**src/rtl/dec_scan_sequencer.sv**
```systemverilog
// Scan controller for a 3-to-8 decoder: steps sel through the set bits of a
// latched mask, holding en for a dwell time with optional blanking between channels.
module dec_scan_sequencer #(
    parameter int unsigned DWELL_W = 8,
    parameter int unsigned BLANK   = 1
) (
    input  logic               clk,
    input  logic               rst,
    input  logic               start,
    input  logic               stop,
    input  logic               mode,
    input  logic [7:0]         mask,
    input  logic [DWELL_W-1:0] dwell,
    output logic [2:0]         sel,
    output logic               en,
    output logic               busy,
    output logic               ch_strobe,
    output logic               done
);

    localparam int unsigned BLANK_W = $clog2(BLANK + 1);
    localparam int unsigned CNT_W   = (DWELL_W > BLANK_W) ? DWELL_W : BLANK_W;
    localparam logic [CNT_W-1:0] BLANK_LAST = (BLANK > 0) ? CNT_W'(BLANK - 32'd1) : '0;

    typedef enum logic [1:0] {S_IDLE, S_ACTIVE, S_BLANK} state_t;

    state_t             state_q, state_d;
    logic [CNT_W-1:0]   cnt_q, cnt_d;
    logic [2:0]         sel_q, sel_d;
    logic [2:0]         nxt_q, nxt_d;
    logic [7:0]         mask_q, mask_d;
    logic [DWELL_W-1:0] dwell_q, dwell_d;
    logic               mode_q, mode_d;
    logic               en_q, en_d;
    logic               busy_q, busy_d;
    logic               ch_strobe_q, ch_strobe_d;
    logic               done_q, done_d;
    logic               enter_act, pass_done;

    function automatic logic [2:0] low_idx(input logic [7:0] m);
        low_idx = 3'd0;
        for (int i = 7; i >= 0; i--) begin
            if (m[i]) low_idx = 3'(i);
        end
    endfunction

    // {found, index} of the lowest set bit strictly above s
    function automatic logic [3:0] above_idx(input logic [7:0] m, input logic [2:0] s);
        above_idx = 4'd0;
        for (int i = 7; i >= 0; i--) begin
            if (m[i] && (i > int'(s))) above_idx = {1'b1, 3'(i)};
        end
    endfunction

    always_ff @(posedge clk or posedge rst) begin
        if (rst) begin
            state_q <= S_IDLE;
        end else begin
            state_q <= state_d;
        end
    end

    always_ff @(posedge clk or posedge rst) begin
        if (rst) begin
            cnt_q       <= '0;
            sel_q       <= 3'd0;
            nxt_q       <= 3'd0;
            mask_q      <= 8'd0;
            dwell_q     <= '0;
            mode_q      <= 1'b0;
            en_q        <= 1'b0;
            busy_q      <= 1'b0;
            ch_strobe_q <= 1'b0;
            done_q      <= 1'b0;
        end else begin
            cnt_q       <= cnt_d;
            sel_q       <= sel_d;
            nxt_q       <= nxt_d;
            mask_q      <= mask_d;
            dwell_q     <= dwell_d;
            mode_q      <= mode_d;
            en_q        <= en_d;
            busy_q      <= busy_d;
            ch_strobe_q <= ch_strobe_d;
            done_q      <= done_d;
        end
    end

    always_comb begin
        logic [3:0]         up;
        logic [2:0]         nxt;
        logic [DWELL_W-1:0] dwell_eff;
        state_d   = state_q;
        cnt_d     = cnt_q;
        sel_d     = sel_q;
        nxt_d     = nxt_q;
        mask_d    = mask_q;
        dwell_d   = dwell_q;
        mode_d    = mode_q;
        enter_act = 1'b0;
        pass_done = 1'b0;
        up        = above_idx(mask_q, sel_q);
        nxt       = up[3] ? up[2:0] : low_idx(mask_q);
        dwell_eff = (dwell == '0) ? DWELL_W'(1) : dwell;
        unique case (state_q)
            S_IDLE: begin
                sel_d = 3'd0;
                if (start && !stop && (mask != 8'd0)) begin
                    mask_d    = mask;
                    dwell_d   = dwell_eff;
                    mode_d    = mode;
                    sel_d     = low_idx(mask);
                    cnt_d     = CNT_W'(dwell_eff - DWELL_W'(1));
                    state_d   = S_ACTIVE;
                    enter_act = 1'b1;
                end
            end
            S_ACTIVE: begin
                if (stop) begin
                    state_d = S_IDLE;
                    sel_d   = 3'd0;
                end else if (cnt_q != '0) begin
                    cnt_d = cnt_q - CNT_W'(1);
                end else if (!up[3] && !mode_q) begin
                    state_d   = S_IDLE;
                    sel_d     = 3'd0;
                    pass_done = 1'b1;
                end else if (BLANK > 0) begin
                    state_d = S_BLANK;
                    cnt_d   = BLANK_LAST;
                    nxt_d   = nxt;
                end else begin
                    sel_d     = nxt;
                    cnt_d     = CNT_W'(dwell_q - DWELL_W'(1));
                    enter_act = 1'b1;
                end
            end
            S_BLANK: begin
                if (stop) begin
                    state_d = S_IDLE;
                    sel_d   = 3'd0;
                end else if (cnt_q != '0) begin
                    cnt_d = cnt_q - CNT_W'(1);
                end else begin
                    state_d   = S_ACTIVE;
                    sel_d     = nxt_q;
                    cnt_d     = CNT_W'(dwell_q - DWELL_W'(1));
                    enter_act = 1'b1;
                end
            end
            default: begin
                state_d = S_IDLE;
                sel_d   = 3'd0;
            end
        endcase
    end

    always_comb begin
        en_d        = (state_d == S_ACTIVE);
        busy_d      = (state_d != S_IDLE);
        ch_strobe_d = enter_act;
        done_d      = pass_done;
    end

    assign sel       = sel_q;
    assign en        = en_q;
    assign busy      = busy_q;
    assign ch_strobe = ch_strobe_q;
    assign done      = done_q;

endmodule
```
**config.mk**
```make
export PLATFORM = sky130hd
export DESIGN_NAME = dec_scan_sequencer
export DESIGN_NICKNAME = d
export VERILOG_FILES = /design/src/rtl/dec_scan_sequencer.sv
export SDC_FILE = /design/constraint.sdc
export NUM_CORES = 1
export LEC_CHECK = 0
export ABC_AREA = 1
export CORE_UTILIZATION = 52
export DETAILED_ROUTE_END_ITERATION = 10
export GPL_TIMING_DRIVEN = 0
export PLACE_DENSITY = 0.74
export REMOVE_ABC_BUFFERS = 1
export SLEW_MARGIN = 20
export SYNTH_ARGS = -nofsm -noshare
export SYNTH_HDL_FRONTEND = slang
export SYNTH_SLANG_ARGS = --single-unit
```
**constraint.sdc**
```tcl
create_clock -name clk -period 3.4 [get_ports clk]
set_clock_uncertainty 0.2 [all_clocks]
set_input_delay 0.68 -clock clk [delete_from_list [all_inputs] [get_ports clk]]
set_output_delay 0.68 -clock clk [all_outputs]
set_load 0.1 [all_outputs]
```
==> metrics.md, run 1 <==
| Metric | Value |
|---|---|
| Clock sinks | 37 |
| Synth Instances | 375 |
| Asr flop ratio synth | 100% |
| Pleak | 1.51 nW |
| Critical Path Start Type | input pin |
| Share of cells above drive strength 1 | 9.88% |
| DRT iter0 DRCs | 147 |
| GR Util met3 | 3.45% |
| Routability Congestion | 0.819 |
| H-tree depth | 2 |
| GR Util All Layers | 23.8% |
| RSZ-0062 raised after global routing | no |
| I/O pin cnt | 28 |
| Layout area overhead | 15.9% |
| Overall power | 2.57 mW |
| Setup crit end kind | register |
| Most numerous cell on the critical path | nand2_1 |
| Vias in the first global route | 2224 |
| Post-DRT Antenna Nets | 0 |
| Core ar. | 0.00475 mm^2 |
| Vias per cell | 5.06 |
| Largest net degree at the start of global routing | 38 |
| Slowest cell on crit path | clkdlybuf4s50_1 |
| Root Driver | clkbuf_8 |
| Hold WC Path Type | register to register |
| Initial antenna violation count | 0 |
| Clk pwr share | 11.8% |
| Vias | 2386 |
| Fmax | 0.343 GHz |
| Worst skew pair latency | 0.29 ns |
| Postcts setup bufs | 0 |
| Die W | 72.7 um |
| Reg power frac | 31.0% |
| Final cell count without fillers | 472 |
| Yosys warns | 0 |
| Syn_area_per_cell | 6.93 um^2 |
| Max IR drop VDD | 384 uV |
| Synth unique cells | 34 |
| CTS tree | built |
| Die Area | 0.00528 mm^2 |
| Int Power | 1.28 mW |
| Sw frac | 50.2% |
| Worst-path clk slew | 0.07 ns |
| Port buffer count | 27 |
| Commonest non-fill, non-tap cells in the layout | 115 x nand2_1, 55 x inv_1, 37 x dfrtp_1, 29 x nand3_1, 29 x o21ai_0 |
| Netlist Area Pre-Place | 0.00260 mm^2 |
| Least-Margin Pin Slew | 0.965 ns |
| Site Rows | 25 |
| Met1 global-route usage | 29.3% |
| Endpoints failing hold | 0 |
| Fin. max-slew vios | 0 |
| Crit Path Max Fanout | 29 |
| Area of the multi-input gates | 0.00141 mm^2 |
| Pre-CTS setup slack | -0.230 ns |
| Setup WS post-layout | 0.484 ns |
| Worst-path cell chain | clkdlybuf4s50_1 -> inv_1 -> nand2_1 -> nor3_1 -> nand2_1 -> nand3_2 -> clkinv_1 -> nand2_1 -> o21ai_0 -> nand2_1 -> nand2_1 |
| Post-synth EDFFs | 0 |
| # placed instances | 464 |
| Hold Slack | 0.299 ns |
| Status | finished clean |
| Max Cap Viol | 0 |
| Pwr dens | 854 mW/mm^2 |
| First drt pass iteration count | 5 |
| Max Root-Sink Buffers | 2 |
| WL per Instance | 11.8 um |
| Seq. cell area | 926 um^2 |
| Minimum clock period | 2.92 ns |
| Max stage delay on crit path | 0.42 ns |
| Max_slew headroom | 35.5% |
| Met2 Use GR | 42.1% |
| First-pass GRT wire length | 9670 um |
| Logic gate share of total power | 57.2% |
| TritonCTS Buffers | 5 |
| P_sw | 1.29 mW |
| Number of antenna diodes | 0 |
| Total wire length | 5550 um |
| Final setup violation count | 0 |
| Register area share after synthesis | 35.6% |
| Critical path class | input pin to register |
| Gr ovfl total | 0 |
| Leading cell type in the layout, fill and taps excluded | nand2_1 |
| Post-DP HPWL | 4290 um |
| Starting Density | 54.6% |
| Nets | 433 |
| Busiest layer in global routing | met2 |
| Worst path bufs/invs | 3 |
| Worst path required time | 3.38 ns |
| Top FF cell, synth | dfrtp_1 |
| Synthesized flop and latch total | 37 |
| Setup TNS | 0 ns |
| Die Y | 72.7 um |
| DRC | 0 |
| Final period util | 85.8% |
| CP top delay family | simple AND/OR/NAND/NOR gates |
| Arrival time worst endpoint | 2.90 ns |
| Fillers | 452 |
==> path summary, 6_finish.rpt <==
| kind | start | to | slack [ns] | cells after the start |
|---|---|---|---|---|
| worst min register to register | dwell_q[4] | dwell_q[4] | 0.30 | 2 |
| min in group asynchronous | rst | nxt_q[1] | 0.65 | 2 |
| worst max register to register | state_q[0] | sel[0] | 1.06 | 8 |
| worst max-delay path | mask[7] | sel[0] | 0.48 | 11 |
| max in group asynchronous | rst | nxt_q[2] | 1.87 | 2 |
| worst min-delay path | dwell_q[4] | dwell_q[4] | 0.30 | 2 |
==> what timing repair did <==
action | 4_1_cts | 5_1_grt
hold buffers | 0 | 0
endpoints found under the hold margin | 0 | 0
setup endpoints to repair | 0 | 5
resized for setup | 0 | 1
==> layout make-up <==
| cell class | count | area share, % |
|---|---|---|
| multi-input combinational | 270 | 46.9 |
| timing repair buffer | 27 | 8.98 |
| sequential | 37 | 30.8 |
| clock inverter | 2 | 0.333 |
| inverter | 63 | 7.86 |
| clock buffer | 6 | 2.41 |
| tap | 67 | 2.78 |
==> per-stage QoR <==
step           utilization, %  area, um^2
2_1_floorplan               -        2570
3_3_place_gp             61.5        2920
3_5_place_dp             61.5        2920
4_1_cts                  63.2        3010
5_1_grt                  63.3        3010
6_report                 63.3        3010
==> metal layers <==
metal / routed length [um] / share of wire (%) / up-vias
met5: 0 / 0 / -
met4: 114 / 2.1 / 0
met3: 162 / 2.9 / 11
met2: 2760 / 50 / 48
met1: 2520 / 45 / 1085
li1: - / - / 1242
==> power groups by stage <==
stage	registers (mW)	clock network, mW	logic (mW)
finish	0.796	0.304	1.47
global route	0.824	0.332	1.67
CTS	0.794	0.312	1.47
detailed placement	0.801	0	1.47
global placement	0.799	0	1.45
floorplan	0.884	0	1.07
==> logic make-up (layout without fill, tap and decap cells) <==
kind of cell,count (synthesis),count (layout),synth area share (%)
simple gates,200,200,36.2
buf+inv,68,98,10.2
flops,37,37,35.6
fa+ha+maj,8,8,3.85
compound gates,54,54,11.4
xor+xnor,8,8,2.70
==> Yosys cell counts, drive strengths merged, types with 3 or more instances <==
cell | number | area, um^2
ha | 8 | 100
nor3 | 5 | 25.0
nor2 | 27 | 160
clkinv | 4 | 15.0
nand3 | 34 | 198
nand4 | 4 | 25.0
inv | 59 | 221
xor2 | 7 | 61.3
dfrtp | 37 | 926
o21ai | 36 | 180
a21oi | 10 | 61.3
buf | 4 | 25.0
o22ai | 3 | 18.8
nand2 | 125 | 499
==> sequential cells by signal, indices dropped and copies added (netlist names) <==
signal,flops
mode_q,1
nxt_q,3
cnt_q,8
mask_q,8
en,1
sel,3
ch_strobe,1
dwell_q,8
done,1
state_q,2
busy,1
==> worst register-to-register path, cell delays in order (launching register included) <==
cell and delay (ns):
dfrtp_1 0.41, inv_1 0.12, ha_1 0.26, nand3_2 0.45, clkinv_1 0.36, nand2_1 0.11
o21ai_0 0.23, nand2_1 0.08, nand2_1 0.06
Power figures use the tool's default switching activity.
==> run 2, diff against run 1 <==
CORE_MARGIN = 2   (was not set)
HOLD_SLACK_MARGIN = 0.1   (was not set)
==> metrics.md, run 2 (synthesis gave the netlist of run 1 again) <==
| Metric | Value |
|---|---|
| Status | finished clean |
| Vias | 2397 |
| Sw frac | 48.7% |
| H-tree depth | 2 |
| Total wire length | 5790 um |
| P_sw | 1.31 mW |
| Setup WS post-layout | 0.525 ns |
| Crit Path Max Fanout | 29 |
| Int Power | 1.38 mW |
| Share of cells above drive strength 1 | 10.3% |
| GR Util All Layers | 23.7% |
| Root Driver | clkbuf_8 |
| Crit path from | mask[7] |
| Post-CTS sizing | 0 |
| Final setup violation count | 0 |
| Pleak | 1.54 nW |
| Non-Filler Cell Area, Final | 0.00308 mm^2 |
| First drt pass iteration count | 4 |
| Initial antenna violation count | 0 |
| Fin. max-slew vios | 0 |
| Die W | 74.7 um |
| Final cell count without fillers | 473 |
| Vias in the first global route | 2298 |
| Gr ovfl total | 0 |
| Pre-CTS setup slack | -0.264 ns |
| Final period util | 84.6% |
| Post-DRT Antenna Nets | 0 |
| Max Cap Viol | 0 |
| Cts-stage hold buffer count | 0 |
| Core ar. | 0.00475 mm^2 |
| Clk pwr share | 15.2% |
| Commonest non-fill, non-tap cells in the layout | 115 x nand2_1, 55 x inv_1, 37 x dfrtp_1, 29 x nand3_1, 29 x o21ai_0 |
| Max Root-Sink Buffers | 2 |
| Worst path required time | 3.40 ns |
| Vias per cell | 5.07 |
| Worst-path cell chain | clkdlybuf4s50_1 -> inv_1 -> nand2_1 -> nor3_1 -> nand2_1 -> nand3_2 -> clkinv_1 -> nand2_1 -> o21ai_0 -> nand2_1 -> nand2_1 |
| Endpoints failing hold | 0 |
| Fmax | 0.348 GHz |
| Hold_sp | dwell_q[4] |
| Arrival time worst endpoint | 2.87 ns |
| Minimum clock period | 2.88 ns |
| Postcts setup bufs | 0 |
| Core Util, Final | 64.7% |
| Max_slew headroom | 35.2% |
| Number of antenna diodes | 0 |
| TritonCTS Buffers | 5 |
| Largest regs | cnt_q: 8 flops, dwell_q: 8 flops, mask_q: 8 flops |
| Reg power frac | 29.7% |
| Critical Path Start Type | input pin |
| Die Y | 74.7 um |
| Placed Area | 0.00295 mm^2 |
| Largest net degree at the start of global routing | 30 |
| Least-Margin Pin Slew | 0.968 ns |
| Max stage delay on crit path | 0.42 ns |
| Worst skew pair latency | 0.30 ns |
| Starting Density | 54.6% |
| Die Area | 0.00558 mm^2 |
| Leading cell type in the layout, fill and taps excluded | nand2_1 |
| Max IR drop VDD | 445 uV |
| First-pass GRT wire length | 10000 um |
| Nets | 434 |
| Logic gate share of total power | 55.1% |
| RSZ-0062 raised after global routing | no |
| Hold Slack | 0.297 ns |
| Site Rows | 25 |
| DRC | 0 |
| I/O pin cnt | 28 |
| WL per Instance | 12.2 um |
| Post-DP HPWL | 4520 um |
| Pwr dens | 875 mW/mm^2 |
| DRT iter0 DRCs | 102 |
| Critical path class | input pin to register |
| Port buffer count | 27 |
| Setup crit end kind | register |
| Routability Congestion | 0.868 |
| Layout area overhead | 18.4% |
| Most numerous cell on the critical path | nand2_1 |
| # placed instances | 465 |
| Critical R2R Launch | state_q[0] |
| Slowest cell on crit path | clkdlybuf4s50_1 |
| CTS tree | built |
| Clock sinks | 37 |
| Fillers | 441 |
| Hold WC Path Type | register to register |
| Worst-path clk slew | 0.08 ns |
run 2: final cells by class:
type / instances / area [um^2] / share of cell area (%)
repair buffers: 28 / 298 / 9.68
inverters: 63 / 236 / 7.69
clock buffers: 6 / 82.6 / 2.69
multi-input cells: 270 / 1410 / 45.9
flip-flops and latches: 37 / 926 / 30.1
clock inverters: 2 / 37.5 / 1.22
well taps: 67 / 83.8 / 2.73
run 2: final timing paths:
check	slack (ns)	to	depth (start not counted)
worst min register to register	0.30	dwell_q[4]	2
worst min-delay path	0.30	dwell_q[4]	2
max in group asynchronous	2.05	mask_q[2]	3
worst max-delay path	0.52	sel[0]	11
min in group asynchronous	0.50	sel[0]	2
worst max register to register	1.03	sel[0]	8
run 2: power by group through the flow:
| stage | combinational (mW) | clock, mW | sequential, mW |
|---|---|---|---|
| floorplan | 1.07 | 0 | 0.884 |
| CTS | 1.49 | 0.417 | 0.796 |
| global placement | 1.45 | 0 | 0.799 |
| finish | 1.48 | 0.409 | 0.800 |
| global route | 1.68 | 0.437 | 0.830 |
| detailed placement | 1.48 | 0 | 0.803 |
run 2: routing by layer:
layer | global-route usage (%) | wire, um | share of wire (%) | up-vias
li1 | - | - | - | 1247
met1 | 29.0 | 2700 | 47 | 1094
met2 | 41.8 | 2800 | 48 | 44
met3 | 3.88 | 171 | 3.0 | 12
met4 | 9.33 | 120 | 2.1 | 0
met5 | 0 | 0 | 0 | -
run 2: worst max-delay path, delay by kind of cell:
kind | cells | cell delay [ns]
AND/OR/NAND/NOR | 7 | 1.15
buffers and inverters | 3 | 0.89
AO/OA/AOI/OAI | 1 | 0.13
run 2: through the flow:
| step | setup TNS (ns) | total power [mW] |
|---|---|---|
| 2_1_floorplan | 0 | 1.95 |
| 3_3_place_gp | -0.694 | 2.24 |
| 3_5_place_dp | -0.712 | 2.28 |
| 4_1_cts | 0 | 2.70 |
| 5_1_grt | 0 | 2.95 |
| 6_report | 0 | 2.69 |
